<file path="src/rtl/ysyx_24110015_decode_queue_pkg.sv">
// ysyx_24110015_decode_queue_pkg: shared RV opcodes, itype bit indices and system-instruction encodings
package ysyx_24110015_decode_queue_pkg;
    localparam logic [6:0] OP_R      = 7'b0110011;
    localparam logic [6:0] OP_R32    = 7'b0111011;
    localparam logic [6:0] OP_LOAD   = 7'b0000011;
    localparam logic [6:0] OP_JALR   = 7'b1100111;
    localparam logic [6:0] OP_IMM    = 7'b0010011;
    localparam logic [6:0] OP_FENCE  = 7'b0001111;
    localparam logic [6:0] OP_SYSTEM = 7'b1110011;
    localparam logic [6:0] OP_IMM32  = 7'b0011011;
    localparam logic [6:0] OP_STORE  = 7'b0100011;
    localparam logic [6:0] OP_BRANCH = 7'b1100011;
    localparam logic [6:0] OP_LUI    = 7'b0110111;
    localparam logic [6:0] OP_AUIPC  = 7'b0010111;
    localparam logic [6:0] OP_JAL    = 7'b1101111;
    localparam int IT_R = 0;
    localparam int IT_I = 1;
    localparam int IT_S = 2;
    localparam int IT_B = 3;
    localparam int IT_U = 4;
    localparam int IT_J = 5;
    localparam logic [31:0] INST_EBREAK = 32'h00100073;
    localparam logic [31:0] INST_ECALL  = 32'h00000073;
endpackage

</file>
<file path="src/rtl/ysyx_24110015_decode_queue_if.sv">
// ysyx_24110015_decode_queue_if: enqueue/dequeue handshake and decoded head fields
interface ysyx_24110015_decode_queue_if #(parameter int XLEN = 32, parameter int DEPTH = 4);
    logic flush;
    logic in_valid, in_ready, out_valid, out_ready;
    logic [31:0] in_inst;
    logic [XLEN-1:0] in_pc, out_pc, imm;
    logic [6:0] opcode, func7;
    logic [2:0] func3;
    logic [4:0] rs1, rs2, rd;
    logic [5:0] itype;
    logic ebreak, ecall, illegal;
    logic [$clog2(DEPTH+1)-1:0] count;
    modport master (
        output flush, in_valid, in_inst, in_pc, out_ready,
        input in_ready, out_valid, out_pc, imm, opcode, func7, func3, rs1, rs2, rd, itype, ebreak, ecall, illegal, count
    );
    modport slave (
        input flush, in_valid, in_inst, in_pc, out_ready,
        output in_ready, out_valid, out_pc, imm, opcode, func7, func3, rs1, rs2, rd, itype, ebreak, ecall, illegal, count
    );
endinterface

</file>
<file path="src/rtl/ysyx_24110015_inst_dec.sv">
// ysyx_24110015_inst_dec: combinational RV instruction decode into fields, immediate, one-hot type and flags
module ysyx_24110015_inst_dec
    import ysyx_24110015_decode_queue_pkg::*;
#(
    parameter int XLEN = 32
) (
    input  logic [31:0]     inst,
    output logic [6:0]      opcode,
    output logic [2:0]      func3,
    output logic [6:0]      func7,
    output logic [4:0]      rs1,
    output logic [4:0]      rs2,
    output logic [4:0]      rd,
    output logic [XLEN-1:0] imm,
    output logic [5:0]      itype,
    output logic            ebreak,
    output logic            ecall,
    output logic            illegal
);
    logic std;
    logic signed [31:0] imm32;
    assign std    = inst[1:0] == 2'b11;
    assign opcode = inst[6:0];
    assign func3  = inst[14:12];
    assign func7  = inst[31:25];
    assign rs1    = inst[19:15];
    assign rs2    = inst[24:20];
    assign rd     = inst[11:7];
    always_comb begin
        itype = '0;
        itype[IT_R] = std && (opcode == OP_R || (XLEN == 64 && opcode == OP_R32));
        itype[IT_I] = std && (opcode == OP_LOAD || opcode == OP_JALR || opcode == OP_IMM || opcode == OP_FENCE ||
                              opcode == OP_SYSTEM || (XLEN == 64 && opcode == OP_IMM32));
        itype[IT_S] = std && opcode == OP_STORE;
        itype[IT_B] = std && opcode == OP_BRANCH;
        itype[IT_U] = std && (opcode == OP_LUI || opcode == OP_AUIPC);
        itype[IT_J] = std && opcode == OP_JAL;
    end
    // build as signed 32 bits so the width cast sign-extends for XLEN=64 (including U-type)
    assign imm32 = itype[IT_I] ? {{20{inst[31]}}, inst[31:20]} :
                   itype[IT_S] ? {{20{inst[31]}}, inst[31:25], inst[11:7]} :
                   itype[IT_B] ? {{19{inst[31]}}, inst[31], inst[7], inst[30:25], inst[11:8], 1'b0} :
                   itype[IT_U] ? {inst[31:12], 12'b0} :
                   itype[IT_J] ? {{11{inst[31]}}, inst[31], inst[19:12], inst[20], inst[30:21], 1'b0} : '0;
    assign imm     = XLEN'(imm32);
    assign illegal = ~|itype;
    assign ebreak  = inst == INST_EBREAK;
    assign ecall   = inst == INST_ECALL;
endmodule

</file>
<file path="src/rtl/ysyx_24110015_decode_queue.sv">
// ysyx_24110015_decode_queue: circular instruction queue presenting the decoded head entry
module ysyx_24110015_decode_queue
    import ysyx_24110015_decode_queue_pkg::*;
#(
    parameter int XLEN  = 32,
    parameter int DEPTH = 4
) (
    input logic clk,
    input logic rst,
    ysyx_24110015_decode_queue_if.slave bus
);
    localparam int AW = $clog2(DEPTH);
    localparam int CW = $clog2(DEPTH + 1);
    logic [31:0]     inst_mem [DEPTH];
    logic [XLEN-1:0] pc_mem [DEPTH];
    logic [AW-1:0]   wp, rp;
    logic [CW-1:0]   cnt;
    logic            push, pop, dec_illegal;
    logic [31:0]     head_inst;
    assign bus.in_ready  = cnt != CW'(DEPTH);
    assign bus.out_valid = cnt != '0;
    assign bus.count     = cnt;
    assign push = bus.in_valid && bus.in_ready;
    assign pop  = bus.out_valid && bus.out_ready;
    always_ff @(posedge clk or negedge rst) begin
        if (!rst) begin
            wp  <= '0;
            rp  <= '0;
            cnt <= '0;
        end else if (bus.flush) begin
            wp  <= '0;
            rp  <= '0;
            cnt <= '0;
        end else begin
            wp  <= push ? wp + 1'b1 : wp;
            rp  <= pop ? rp + 1'b1 : rp;
            cnt <= cnt + CW'(push) - CW'(pop);
        end
    end
    always_ff @(posedge clk) begin
        if (push && !bus.flush) begin
            inst_mem[wp] <= bus.in_inst;
            pc_mem[wp]   <= bus.in_pc;
        end
    end
    // an all-zero word decodes to zero fields/imm/itype, so only the illegal flag needs gating
    assign head_inst   = bus.out_valid ? inst_mem[rp] : 32'h0;
    assign bus.out_pc  = bus.out_valid ? pc_mem[rp] : '0;
    assign bus.illegal = bus.out_valid && dec_illegal;
    ysyx_24110015_inst_dec #(.XLEN(XLEN)) u_dec (
        .inst    (head_inst),
        .opcode  (bus.opcode),
        .func3   (bus.func3),
        .func7   (bus.func7),
        .rs1     (bus.rs1),
        .rs2     (bus.rs2),
        .rd      (bus.rd),
        .imm     (bus.imm),
        .itype   (bus.itype),
        .ebreak  (bus.ebreak),
        .ecall   (bus.ecall),
        .illegal (dec_illegal)
    );
endmodule

</file>
<file path="src/flat_wrapper.sv">
// flat-port wrapper written by rule: the top's interface ports become plain ports
module ysyx_24110015_decode_queue_flat import ysyx_24110015_decode_queue_pkg::*;
#(
    parameter int XLEN  = 32,
    parameter int DEPTH = 4
)
  (clk, rst, bus_flush, bus_in_valid, bus_in_inst, bus_in_pc, bus_out_ready, bus_in_ready, bus_out_valid, bus_out_pc, bus_imm, bus_opcode, bus_func7, bus_func3, bus_rs1, bus_rs2, bus_rd, bus_itype, bus_ebreak, bus_ecall, bus_illegal, bus_count);
  ysyx_24110015_decode_queue_if #(.XLEN(XLEN), .DEPTH(DEPTH)) bus_i ();
  input logic clk;
  input logic rst;
  input wire logic [$bits(bus_i.flush)-1:0] bus_flush;
  input wire logic [$bits(bus_i.in_valid)-1:0] bus_in_valid;
  input wire logic [$bits(bus_i.in_inst)-1:0] bus_in_inst;
  input wire logic [$bits(bus_i.in_pc)-1:0] bus_in_pc;
  input wire logic [$bits(bus_i.out_ready)-1:0] bus_out_ready;
  output wire logic [$bits(bus_i.in_ready)-1:0] bus_in_ready;
  output wire logic [$bits(bus_i.out_valid)-1:0] bus_out_valid;
  output wire logic [$bits(bus_i.out_pc)-1:0] bus_out_pc;
  output wire logic [$bits(bus_i.imm)-1:0] bus_imm;
  output wire logic [$bits(bus_i.opcode)-1:0] bus_opcode;
  output wire logic [$bits(bus_i.func7)-1:0] bus_func7;
  output wire logic [$bits(bus_i.func3)-1:0] bus_func3;
  output wire logic [$bits(bus_i.rs1)-1:0] bus_rs1;
  output wire logic [$bits(bus_i.rs2)-1:0] bus_rs2;
  output wire logic [$bits(bus_i.rd)-1:0] bus_rd;
  output wire logic [$bits(bus_i.itype)-1:0] bus_itype;
  output wire logic [$bits(bus_i.ebreak)-1:0] bus_ebreak;
  output wire logic [$bits(bus_i.ecall)-1:0] bus_ecall;
  output wire logic [$bits(bus_i.illegal)-1:0] bus_illegal;
  output wire logic [$bits(bus_i.count)-1:0] bus_count;
  assign bus_i.flush = bus_flush;
  assign bus_i.in_valid = bus_in_valid;
  assign bus_i.in_inst = bus_in_inst;
  assign bus_i.in_pc = bus_in_pc;
  assign bus_i.out_ready = bus_out_ready;
  assign bus_in_ready = bus_i.in_ready;
  assign bus_out_valid = bus_i.out_valid;
  assign bus_out_pc = bus_i.out_pc;
  assign bus_imm = bus_i.imm;
  assign bus_opcode = bus_i.opcode;
  assign bus_func7 = bus_i.func7;
  assign bus_func3 = bus_i.func3;
  assign bus_rs1 = bus_i.rs1;
  assign bus_rs2 = bus_i.rs2;
  assign bus_rd = bus_i.rd;
  assign bus_itype = bus_i.itype;
  assign bus_ebreak = bus_i.ebreak;
  assign bus_ecall = bus_i.ecall;
  assign bus_illegal = bus_i.illegal;
  assign bus_count = bus_i.count;
  ysyx_24110015_decode_queue #(.XLEN(XLEN), .DEPTH(DEPTH)) u_core (.clk(clk), .rst(rst), .bus(bus_i));
endmodule
</file>
<file path="config.mk">
export PLATFORM = sky130hd
export DESIGN_NAME = ysyx_24110015_decode_queue_flat
export DESIGN_NICKNAME = d
export VERILOG_FILES = /design/src/rtl/ysyx_24110015_decode_queue_pkg.sv /design/src/rtl/ysyx_24110015_decode_queue_if.sv /design/src/rtl/ysyx_24110015_inst_dec.sv /design/src/rtl/ysyx_24110015_decode_queue.sv /design/src/flat_wrapper.sv
export SDC_FILE = /design/constraint.sdc
export NUM_CORES = 1
export LEC_CHECK = 0
export ABC_AREA = 0
export BUFFER_PORTS_ARGS = -buffer_cell sky130_fd_sc_hd__buf_4
export CAP_MARGIN = 20
export CORE_ASPECT_RATIO = 1.2
export CORE_MARGIN = 5
export CORE_UTILIZATION = 35
export CTS_CLUSTER_SIZE = 14
export DETAILED_ROUTE_END_ITERATION = 10
export SLEW_MARGIN = 20
export SYNTH_ARGS = -nofsm -noshare
export SYNTH_HDL_FRONTEND = slang
export SYNTH_SLANG_ARGS = --single-unit
</file>
<file path="constraint.sdc">
create_clock -name clk -period 6 [get_ports clk]
set_input_delay 0.9 -clock clk [delete_from_list [all_inputs] [get_ports clk]]
set_output_delay 0.9 -clock clk [all_outputs]
set_load 0.01 [all_outputs]
</file>
# After elaboration in Yosys (flattened, before gate mapping)
# Memories as Yosys holds them, arrays and structs flattened.
# Cells that the tools add are included.
[classes]
addsub = 4
mux = 14
n_reduce_logical = 21
n_eq_ne = 15
[op_table]
columns = ["op", "count"]
rows = [
  ["32-bit 2-to-1 mux", 7],
  ["32-bit by 21-bit == test with 1-bit output, second input constant", 1],
  ["32-bit by 7-bit == test with 1-bit output, second input constant", 1],
  ["7-bit == test, second input constant", 4],
  ["7-bit by 6-bit == test with 1-bit output, second input constant", 3],
  ["7-bit by 5-bit == test with 1-bit output, second input constant", 2],
  ["1-bit logical AND", 10],
  ["2-bit 2-to-1 mux", 4],
  ["7-bit by 2-bit == test with 1-bit output, second input constant", 1],
  ["7-bit by 4-bit == test with 1-bit output, second input constant", 1],
  ["6-bit OR reduction", 1],
  ["1-bit logical OR", 5],
  ["2-bit by 1-bit adder with 2-bit output, second input constant", 2],
  ["2-bit nonzero test", 2],
  ["3-bit by 1-bit adder with 3-bit output", 1],
  ["3-bit 2-to-1 mux", 1],
  ["3-bit != test, second input constant", 1],
  ["3-bit nonzero test", 1],
  ["3-bit by 1-bit subtractor with 3-bit output", 1],
  ["2-bit == test, second input constant", 1],
  ["1-bit logical NOT", 2],
  ["1-bit 2-to-1 mux", 2],
]
[totals]
reg_bits = 7
n_memories = 2
elab_cells = 59
output_inout_bits = 110
in_bits = 69
ram_bits = 256
[memory_table]
columns = ["memory", "words", "width", "rd", "rd_clocked_by_memory_dff", "write_ports", "line", "text"]
rows = [
  ["u_core.inst_mem", 4, 32, 1, 0, 1, "ysyx_24110015_decode_queue.sv:14", "logic [31:0] inst_mem [DEPTH];"],
  ["u_core.pc_mem", 4, 32, 1, 0, 1, "ysyx_24110015_decode_queue.sv:15", "logic [XLEN-1:0] pc_mem [DEPTH];"],
]

# Depth between registers and ports, before layout
# Gate-level depths: netlist of the first run.
[depth]
depth_word = 11
mapped_depth = 11
ltp_nobuf = 10

# Modules after synthesis
# Synthesis of the first run repeated with hierarchy kept, for this count alone.
[hier_totals]
hier_cells = 601
hier_area_um2 = 11172.0
[modules_own_cells]
columns = ["module", "seq_area_each_um2", "area_each_um2", "cells_each", "n_inst"]
rows = [
  ["ysyx_24110015_decode_queue", 7862.5, 10174.8, 457, 1],
  ["ysyx_24110015_inst_dec", 0.0, 997.2, 144, 1],
]

# Worst setup path before layout of the first run
# Ideal clock, no wire load.
[synth_path]
path_type = "reg-to-output"
start = "register u_core.rp[0]"
end = "output port bus_ebreak"
setup_slack_ps = 2776
n_path_buf = 3
path_stages_with_launch = 8
t_arrival_ps = 2324
required_time_ps = 5100
path_cell_list = "dfrtp_1 -> buf_6 -> buf_4 -> buf_2 -> mux4_2 -> nor4_1 -> nand3_1 -> nor4b_1"
[synth_between]
elab_chain_len = 3
[synth_rtl]
columns = ["element", "line", "text"]
rows = [
  ["from (decl)", "ysyx_24110015_decode_queue.sv:16", "logic [AW-1:0] wp, rp;"],
  ["from (signal assigned)", "ysyx_24110015_decode_queue.sv:36", "rp <= pop ? rp + 1'b1 : rp;"],
  ["memory 4 x 32 bit", "--", ""],
  ["32-bit 2-to-1 mux", "ysyx_24110015_decode_queue.sv:47", "assign head_inst = bus.out_valid ? inst_mem[rp] : 32'h0;"],
  ["32-bit by 21-bit == test with 1-bit output", "ysyx_24110015_inst_dec.sv:47", "assign ebreak = inst == INST_EBREAK;"],
  ["to (decl)", "flat_wrapper.sv:27", "output wire logic [$bits(bus_i.ebreak)-1:0] bus_ebreak;"],
]
# No other way between the ends.

# Worst setup path after layout of the first run
[layout_path]
start = "register u_core.rp[0]"
end = "output port bus_imm[25]"
[layout_between]
elab_chain_len = 9
elab_cells_between_ends = 28
cone_classes = "eq/ne (11); mux (6); reduce/logical (10); memory (1)"
[layout_rtl]
columns = ["element", "line", "text"]
rows = [
  ["memory 4 x 32 bit *", "--", ""],
  ["32-bit 2-to-1 mux *", "ysyx_24110015_decode_queue.sv:47", ""],
  ["7-bit == test (tied with other cells)", "ysyx_24110015_inst_dec.sv:37", "itype[IT_J] = std && opcode == OP_JAL;"],
  ["1-bit logical AND (tied with other cells)", "ysyx_24110015_inst_dec.sv:37", ""],
  ["32-bit 2-to-1 mux (tied with other cells)", "ysyx_24110015_inst_dec.sv:44", "itype[IT_J] ? {{11{inst[31]}}, inst[31], inst[19:12], inst[20], inst[30:21], 1'b0} : '0;"],
  ["32-bit 2-to-1 mux or 1-bit logical OR (tied branches)", "ysyx_24110015_inst_dec.sv:43, ysyx_24110015_inst_dec.sv:32", ""],
  ["32-bit 2-to-1 mux or 1-bit logical OR (tied branches)", "ysyx_24110015_inst_dec.sv:42, ysyx_24110015_inst_dec.sv:32", ""],
  ["32-bit 2-to-1 mux or 1-bit logical AND (tied branches)", "ysyx_24110015_inst_dec.sv:41, ysyx_24110015_inst_dec.sv:32", ""],
  ["32-bit 2-to-1 mux *", "ysyx_24110015_inst_dec.sv:40", "assign imm32 = itype[IT_I] ? {{20{inst[31]}}, inst[31:20]} :"],
  ["to (decl)", "flat_wrapper.sv:19", "output wire logic [$bits(bus_i.imm)-1:0] bus_imm;"],
]
# Every way passes the cells marked *; elsewhere a longest branch is shown, timed or not.

==> results.py, run 1 <==
metrics = {
    "worst_setup_path": {
        "path_delay_family": "simple AND/OR/NAND/NOR gates",
        "worst-path-max-fanout": 27,
        "reg2reg_to": "u_core.bus.count[2]$_DFF_PN0_",
        "critical_path_class": "register to primary output",
        "path_cells": "buf_4 > mux4_2 > nor2_1 > nand3_1 > o21ai_0 > buf_4",
        "timing.critical_path.slowest_cell_delay_ps": 610,
        "crit_arrival_ps": 3450,
        "rr_startpoint": "u_core.bus.count[1]$_DFF_PN0_",
        "cp_capture_type": "primary output",
        "type_of_origin_of_the_critical_path": "register",
        "cpMaxStageDelayCell": "dfrtp_4",
        "critPathMostFrequentCell": "buf_4",
        "timing.critical_path.buf_inv": 2,
        "setup.reg_to_reg.worst_slack_ps": 3010,
        "worstPathRequired_ps": 5100,
        "worst_reg2reg_path_length_in_cells": 12,
    },
    "floorplanning": {
        "floorplan.rows": 70,
        "dieHeight_um": 203,
        "number_of_top_level_design_ports": 179,
        "floorplan.core_area_sq_um": 30500,
        "die-area_sq_um": 34600,
        "die_x_um": 171,
        "initial_utilization_pct": 35.5,
    },
    "cells_and_area": {
        "antenna-diode-count": 0,
        "share_of_layout_cells_above_drive_strength_1_pct": 38.8,
        "finish.net_count": 835,
        "fill_cells": 2706,
        "mostFrequentLayoutCell": "edfxtp_1",
        "layout.cell_area.non_filler_sq_um": 13400,
        "area_growth_syn_to_layout_pct": 23.8,
        "mostFrequentLayoutCells": "edfxtp_1, buf_4, mux4_2, and2_1, nand2_1",
    },
    "sta": {
        "grt_setup_unrepaired": "no",
        "final_period_minus_worst_setup_slack_ps": 4350,
        "timing_worst_slew_pin_value_ps": 1080,
        "max_slew_margin_pct": 28.3,
        "setup_violations": 0,
        "tcrit_tclk_final_pct": 72.5,
        "achievable-frequency_mhz": 230,
        "timing_max_transition_violations_final": 0,
        "setup_total_negative_slack_ps": 0,
        "report.final.hold_viol_count": 0,
        "worst_clock_skew_ps": 8.71,
    },
    "flow_run": {
        "cap_violations": 0,
    },
    "synthesis": {
        "ys_seq_area_share_pct": 72.6,
        "syn-mean-instance-area_sq_um": 18.8,
        "synth-async-reset-ratio_pct": 2.66,
        "synthFlopType": "edfxtp_1",
        "syn_area_sq_um": 10800,
        "yosys_warnings": 0,
        "synth_nets": 652,
        "synth-seq-cells": 263,
        "count_of_different_cell_masters_after_synthesis": 46,
        "synthesis.instances": 576,
        "synth_edf_count": 256,
    },
    "power_and_ir_drop": {
        "maximum_vdd_ir_drop_v": 0.000245,
        "power_leakage_nw": 4.80,
        "pwr_density_cell_nw_per_um2": 410,
    },
    "clock_network": {
        "cts_resized": 0,
        "number_of_hold_buffers_added_after_cts": 0,
        "cts_root_buffer": "clkbuf_16",
        "clkLatencyLatePin_ps": 520,
        "cts.sinks": 263,
        "cts_tree": "done",
        "cts_setup_buffers": 0,
        "cts_made_buffers": 26,
        "htree_num_levels": 1,
        "clk_transition_reported_paths_ps": 60,
        "cts_max_path_buffers": 3,
    },
    "routing": {
        "wl_um": 23900,
        "detailroute.via_count": 5752,
        "drt.antenna.violating_nets": 0,
        "dr.pass1.iters": 4,
        "routedWlPerCell_um": 20.4,
        "via_count_normalized_by_instance_count": 4.90,
        "drcViolationCount": 0,
        "initialDrtViolationCount": 330,
    },
    "placement": {
        "post_dp_cell_area_sq_um": 12600,
        "port-buffer-count": 178,
        "globalplace.congestion": 0.870,
        "post-dp-hpwl_um": 15500,
    },
    "min_path": {
        "worst_hold_path_type": "input pin to asynchronous set/reset pin",
    },
    "global_route": {
        "grt_pass1_wl_um": 36500,
        "pin_count_of_the_biggest_net_entering_global_routing": 65,
        "grt.overflow.total": 0,
        "first_global_vias": 6138,
        "globalRouteTotalUtil_pct": 13.6,
        "grt_antenna_before_repair": 2,
    },
    "outcome": {
        "status": "finished clean",
    },
}
==> Yosys cell counts (4+ instances only) <==
library cell / n / share of area [%]
nor2_1: 22 / 0.76
and2_1: 53 / 3.1
inv_1: 26 / 0.90
mux2i_1: 7 / 0.65
nand2_1: 29 / 1.0
nor3_1: 4 / 0.18
buf_2: 6 / 0.28
clkbuf_1: 12 / 0.42
o21ai_0: 12 / 0.55
ha_1: 6 / 0.69
edfxtp_1: 256 / 71
xnor2_1: 4 / 0.32
nor4_1: 9 / 0.52
a21o_1: 9 / 0.62
dfrtp_1: 7 / 1.6
mux4_2: 65 / 14
buf_4: 5 / 0.35
nand3_1: 5 / 0.23
==> metal layers <==
layer  wire length, um  track usage, %
met5                27               0
met4               374            2.97
met1              9580            16.9
met3              1890            3.80
met2             12100            23.7
==> power breakdown <==
| group | switching [mW] | internal [mW] |
|---|---|---|
| clock network | 0.658 | 0.903 |
| registers | 0.0609 | 2.14 |
| logic | 0.915 | 0.820 |
==> metrics by stage <==
stage	util, %	std cells	hold WS, ps	total power, mW	setup WS (ps)
3_5_place_dp	41.3	1127	573	4.02	1970
3_3_place_gp	41.3	1127	569	4.02	2080
5_1_grt	44.0	1175	163	5.80	1320
4_1_cts	44.0	1175	167	5.60	1400
6_report	44.0	1175	182	5.50	1650
2_1_floorplan	-	576	536	3.28	2780
==> cells by family after synthesis <==
logic type / share of synthesized area [%]
AOI/OAI and AO/OA: 2.55
xor gates and xnor gates: 0.404
adders and majority gates: 0.878
buffers and inverters: 2.30
DFF: 72.6
muxes: 14.3
and+or+nand+nor: 6.97
==> state kept, by name, summed over array words and instances (netlist names) <==
register,count
u_core.wp,2
u_core.inst_mem,128
u_core.pc_mem,128
u_core.rp,2
u_core.bus.count,3
==> worst max path at each step <==
stage	start	to	slack, ps	cells after the start
2_1_floorplan	u_core.rp[0]$_DFFE_PN0P_	bus_ebreak	2780	7
3_5_place_dp	u_core.rp[0]$_DFFE_PN0P_	bus_imm[25]	1970	6
4_1_cts	u_core.rp[0]$_DFFE_PN0P_	bus_imm[25]	1400	6
3_3_place_gp	u_core.rp[0]$_DFFE_PN0P_	bus_imm[22]	2080	6
5_1_grt	u_core.rp[0]$_DFFE_PN0P_	bus_imm[21]	1320	6
6_report	u_core.rp[0]$_DFFE_PN0P_	bus_imm[25]	1650	6
==> layout make-up <==
type	instances	area (sq um)	area share [%]
Clock buffer	29	683	5.10
Sequential cell	263	7870	58.7
Clock inverter	19	141	1.05
Multi-Input combinational cell	258	2740	20.4
Timing Repair Buffer	184	1380	10.3
Tap cell	396	495	3.70
Inverter	26	97.6	0.728
No activity file was read; power rests on OpenSTA's default activity.
==> run 2: changes to the inputs <==
--- a/config.mk
+++ b/config.mk
@@ -5,7 +5,7 @@
 export SDC_FILE = /design/constraint.sdc
 export NUM_CORES = 1
 export LEC_CHECK = 0
-export ABC_AREA = 0
+export ABC_AREA = 1
 export BUFFER_PORTS_ARGS = -buffer_cell sky130_fd_sc_hd__buf_4
 export CAP_MARGIN = 20
 export CORE_ASPECT_RATIO = 1.2
==> constraint.sdc (replaced) <==
create_clock -name clk -period 4.15 [get_ports clk]
set_input_delay 0.6225 -clock clk [delete_from_list [all_inputs] [get_ports clk]]
set_output_delay 0.6225 -clock clk [all_outputs]
set_load 0.01 [all_outputs]
==> run 2 against run 1 <==
  * Via count increased by 39%
  * Final cell count rose by 40%
  * Global-route usage grew 1.5 points
  * Power rose by 46%
  * First-iteration DRC count rose by 31%
  * Synthesized cell count is 82% higher
  * Final area up 4.1%
  * Critical path depth grew 6
  * Clock power increased by 38%
  * Worst setup slack got worse by 1300 ps
  * Non-clock buffer count rose by 12
==> results.py, run 2 <==
metrics = {
    "worst_setup_path": {
        "setup.worst_path.start": "u_core.rp[0]$_DFFE_PN0P_",
        "cp_capture_type": "primary output",
        "worst_reg2reg_path_length_in_cells": 10,
        "rr_startpoint": "u_core.bus.count[1]$_DFF_PN0_",
        "cpMaxStageDelayCell": "dfrtp_4",
        "worstPathRequired_ps": 3530,
        "path_cells": "buf_6 > nand2_1 > nand3_1 > nand2_2 > inv_2 > nand4_1 > nor2_4 > nand2_1 > nand3_1 > nor2_1 > nand2_1 > buf_4",
        "type_of_origin_of_the_critical_path": "register",
        "setup.reg_to_reg.worst_slack_ps": 1580,
        "timing.critical_path.slowest_cell_delay_ps": 650,
        "crit_arrival_ps": 3210,
        "reg2reg_to": "u_core.bus.count[2]$_DFF_PN0_",
        "setup.worst_path.end": "bus_imm[23]",
        "critPathMostFrequentCell": "nand2_1",
        "critical_path_class": "register to primary output",
        "worst-path-max-fanout": 41,
    },
    "floorplanning": {
        "number_of_top_level_design_ports": 179,
        "dieHeight_um": 208,
        "die-area_sq_um": 36300,
        "floorplan.core_area_sq_um": 32300,
        "die_x_um": 175,
        "floorplan.rows": 72,
        "initial_utilization_pct": 35.4,
    },
    "global_route": {
        "pin_count_of_the_biggest_net_entering_global_routing": 65,
        "grt_antenna_before_repair": 3,
        "globalRouteTotalUtil_pct": 15.1,
        "first_global_vias": 7966,
        "grt.overflow.total": 0,
        "grt_pass1_wl_um": 44400,
    },
    "power_and_ir_drop": {
        "cell_internal_pwr_mw": 5.30,
        "part_of_the_total_power_dissipated_in_the_clock_network_pct": 26.8,
        "finalPower_mw": 8.05,
        "maximum_vdd_ir_drop_v": 0.000424,
        "power_leakage_nw": 5.58,
        "switching_power_mw": 2.75,
        "pwr_density_cell_nw_per_um2": 577,
        "power.switching_fraction_pct": 34.2,
        "pwr-share-comb_pct": 33.8,
        "seq_power_share_pct": 39.3,
    },
    "outcome": {
        "status": "finished clean",
    },
    "placement": {
        "dp_cells": 1596,
        "port-buffer-count": 178,
        "globalplace.congestion": 0.787,
        "post_dp_cell_area_sq_um": 13200,
        "post-dp-hpwl_um": 17800,
        "dp_slack_ps": 727,
    },
    "cells_and_area": {
        "layout.cell_area.non_filler_sq_um": 14000,
        "finish.net_count": 1294,
        "mostFrequentLayoutCells": "edfxtp_1, nor2_1, buf_4, nand2_1, o21ai_0",
        "mostFrequentLayoutCell": "edfxtp_1",
        "post_layout_nonfiller_instances": 1644,
        "share_of_layout_cells_above_drive_strength_1_pct": 22.0,
        "antenna-diode-count": 0,
        "area_growth_syn_to_layout_pct": 22.3,
    },
    "routing": {
        "via_count_normalized_by_instance_count": 4.85,
        "drcViolationCount": 0,
        "detailroute.via_count": 7980,
        "wl_um": 28100,
        "dr.pass1.iters": 5,
        "drt.antenna.violating_nets": 0,
        "initialDrtViolationCount": 431,
        "routedWlPerCell_um": 17.1,
    },
    "clock_network": {
        "cts_tree": "done",
        "cts.sinks": 263,
        "cts_setup_buffers": 0,
        "cts_root_buffer": "clkbuf_16",
        "clk_transition_reported_paths_ps": 60,
        "clkLatencyLatePin_ps": 520,
        "cts_made_buffers": 26,
        "htree_num_levels": 1,
        "cts_max_path_buffers": 3,
    },
    "synthesis": {
        "synthFlopType": "edfxtp_1",
        "syn-mean-instance-area_sq_um": 10.9,
        "synth-async-reset-ratio_pct": 2.66,
        "synth_edf_count": 256,
        "yosys-top-cells-area": "edfxtp_1, nor2_1, o21ai_0, nand2_1, a21oi_1",
        "count_of_different_cell_masters_after_synthesis": 29,
        "ys_seq_area_share_pct": 68.9,
        "area_share_of_the_leading_cell_type_in_the_synthesized_netlist_pct": 67.4,
        "syn_area_sq_um": 11400,
        "synthesis.instances": 1050,
        "synth_top_cells_by_count": "edfxtp_1, nor2_1, nand2_1",
        "synth-seq-cells": 263,
        "synth_nets": 1126,
        "yosys_warnings": 0,
        "yosys.area.top_type": "edfxtp_1",
        "yosys.cell_count.top_type": "edfxtp_1",
    },
    "sta": {
        "achievable-frequency_mhz": 261,
        "worst_clock_skew_ps": 13.0,
        "grt_setup_unrepaired": "no",
        "final_period_minus_worst_setup_slack_ps": 3830,
        "max_slew_margin_pct": 33.7,
        "report.final.hold_viol_count": 0,
        "tcrit_tclk_final_pct": 92.3,
        "fin_ws_ps": 318,
        "timing_worst_slew_pin_value_ps": 995,
        "setup_total_negative_slack_ps": 0,
        "setup_violations": 0,
        "timing_max_transition_violations_final": 0,
    },
    "min_path": {
        "worst_hold_path_type": "input pin to register",
        "holdPathStages": 2,
    },
    "flow_run": {
        "cap_violations": 0,
    },
}
-- run 2: cell types whose count changed after synthesis, moves of 15 or more --
cell,delta
mux4_2,-65
nand3_1,+37
and2_1,-53
inv_1,+35
nor2_1,+212
buf_2,+15
o21ai_0,+107
nand2_1,+120
a21oi_1,+53
-- run 2: per-stage QoR --
step                hold WS, ps  utilization, %
floorplan                   327               -
global placement            447            40.8
detailed placement          445            40.8
CTS                         263            43.3
global route                271            43.3
finish                      295            43.3
-- run 2: critical path: cells and delay by family, from the launching register on --
family,cells,cell delay (ps)
buffers and inverters,3,570
DFF,1,650
and+or+nand+nor,9,1450
-- run 2: logic make-up after synthesis --
kind of cell	after synthesis	share of synthesized area, %
and+or+nand+nor	454	16.5
DFF	263	68.9
AOI/OAI and AO/OA	194	8.72
buffers and inverters	131	4.93
adders and majority gates	7	0.833
xor gates and xnor gates	1	0.0768
-- run 2: how the worst min path moves through the flow --
stage	startpoint	end	slack (ps)
after floorplan	rst	u_core.bus.count[0]$_DFF_PN0_	330
after global placement	rst	u_core.bus.count[0]$_DFF_PN0_	450
after detailed placement	rst	u_core.bus.count[0]$_DFF_PN0_	440
after CTS	bus_flush	u_core.bus.count[1]$_DFF_PN0_	260
after global routing	bus_in_inst[9]	u_core.inst_mem[1][9]$_DFFE_PP_	270
final	bus_flush	u_core.bus.count[1]$_DFF_PN0_	290
-- run 2: power by group through the flow --
stage / registers (mW) / clock network (mW) / logic (mW)
3_3_place_gp: 3.22 / 0 / 2.74
2_1_floorplan: 3.20 / 0 / 1.58
6_report: 3.17 / 2.16 / 2.72
5_1_grt: 3.18 / 2.34 / 3.02
4_1_cts: 3.17 / 2.23 / 2.77
3_5_place_dp: 3.22 / 0 / 2.76
-- run 2: cell type report --
cell class / instances / area, sq um
Multi-Input combinational cell: 656 / 3020
Fill cell: 3041 / 18300
Inverter: 75 / 284
Clock buffer: 30 / 687
Tap cell: 407 / 509
Clock inverter: 17 / 100
Sequential cell: 263 / 7870
Timing Repair Buffer: 196 / 1490
-- run 2: timing repair --
| action | 4_1_cts | 5_1_grt |
|---|---|---|
| setup endpoints to repair | 0 | 9 |
| hold buffers | 1 | 0 |
| resized for setup | 0 | 2 |
| endpoints found under the hold margin | 7 | 0 |
-- run 2: per-layer routing --
metal | wire [um] | up-vias | global-route usage [%]
met1 | 12100 | 3802 | 19.3
met4 | 334 | 6 | 2.85
met3 | 1840 | 39 | 3.41
met5 | 41 | - | 0
li1 | - | 3924 | -
met2 | 13900 | 209 | 26.5
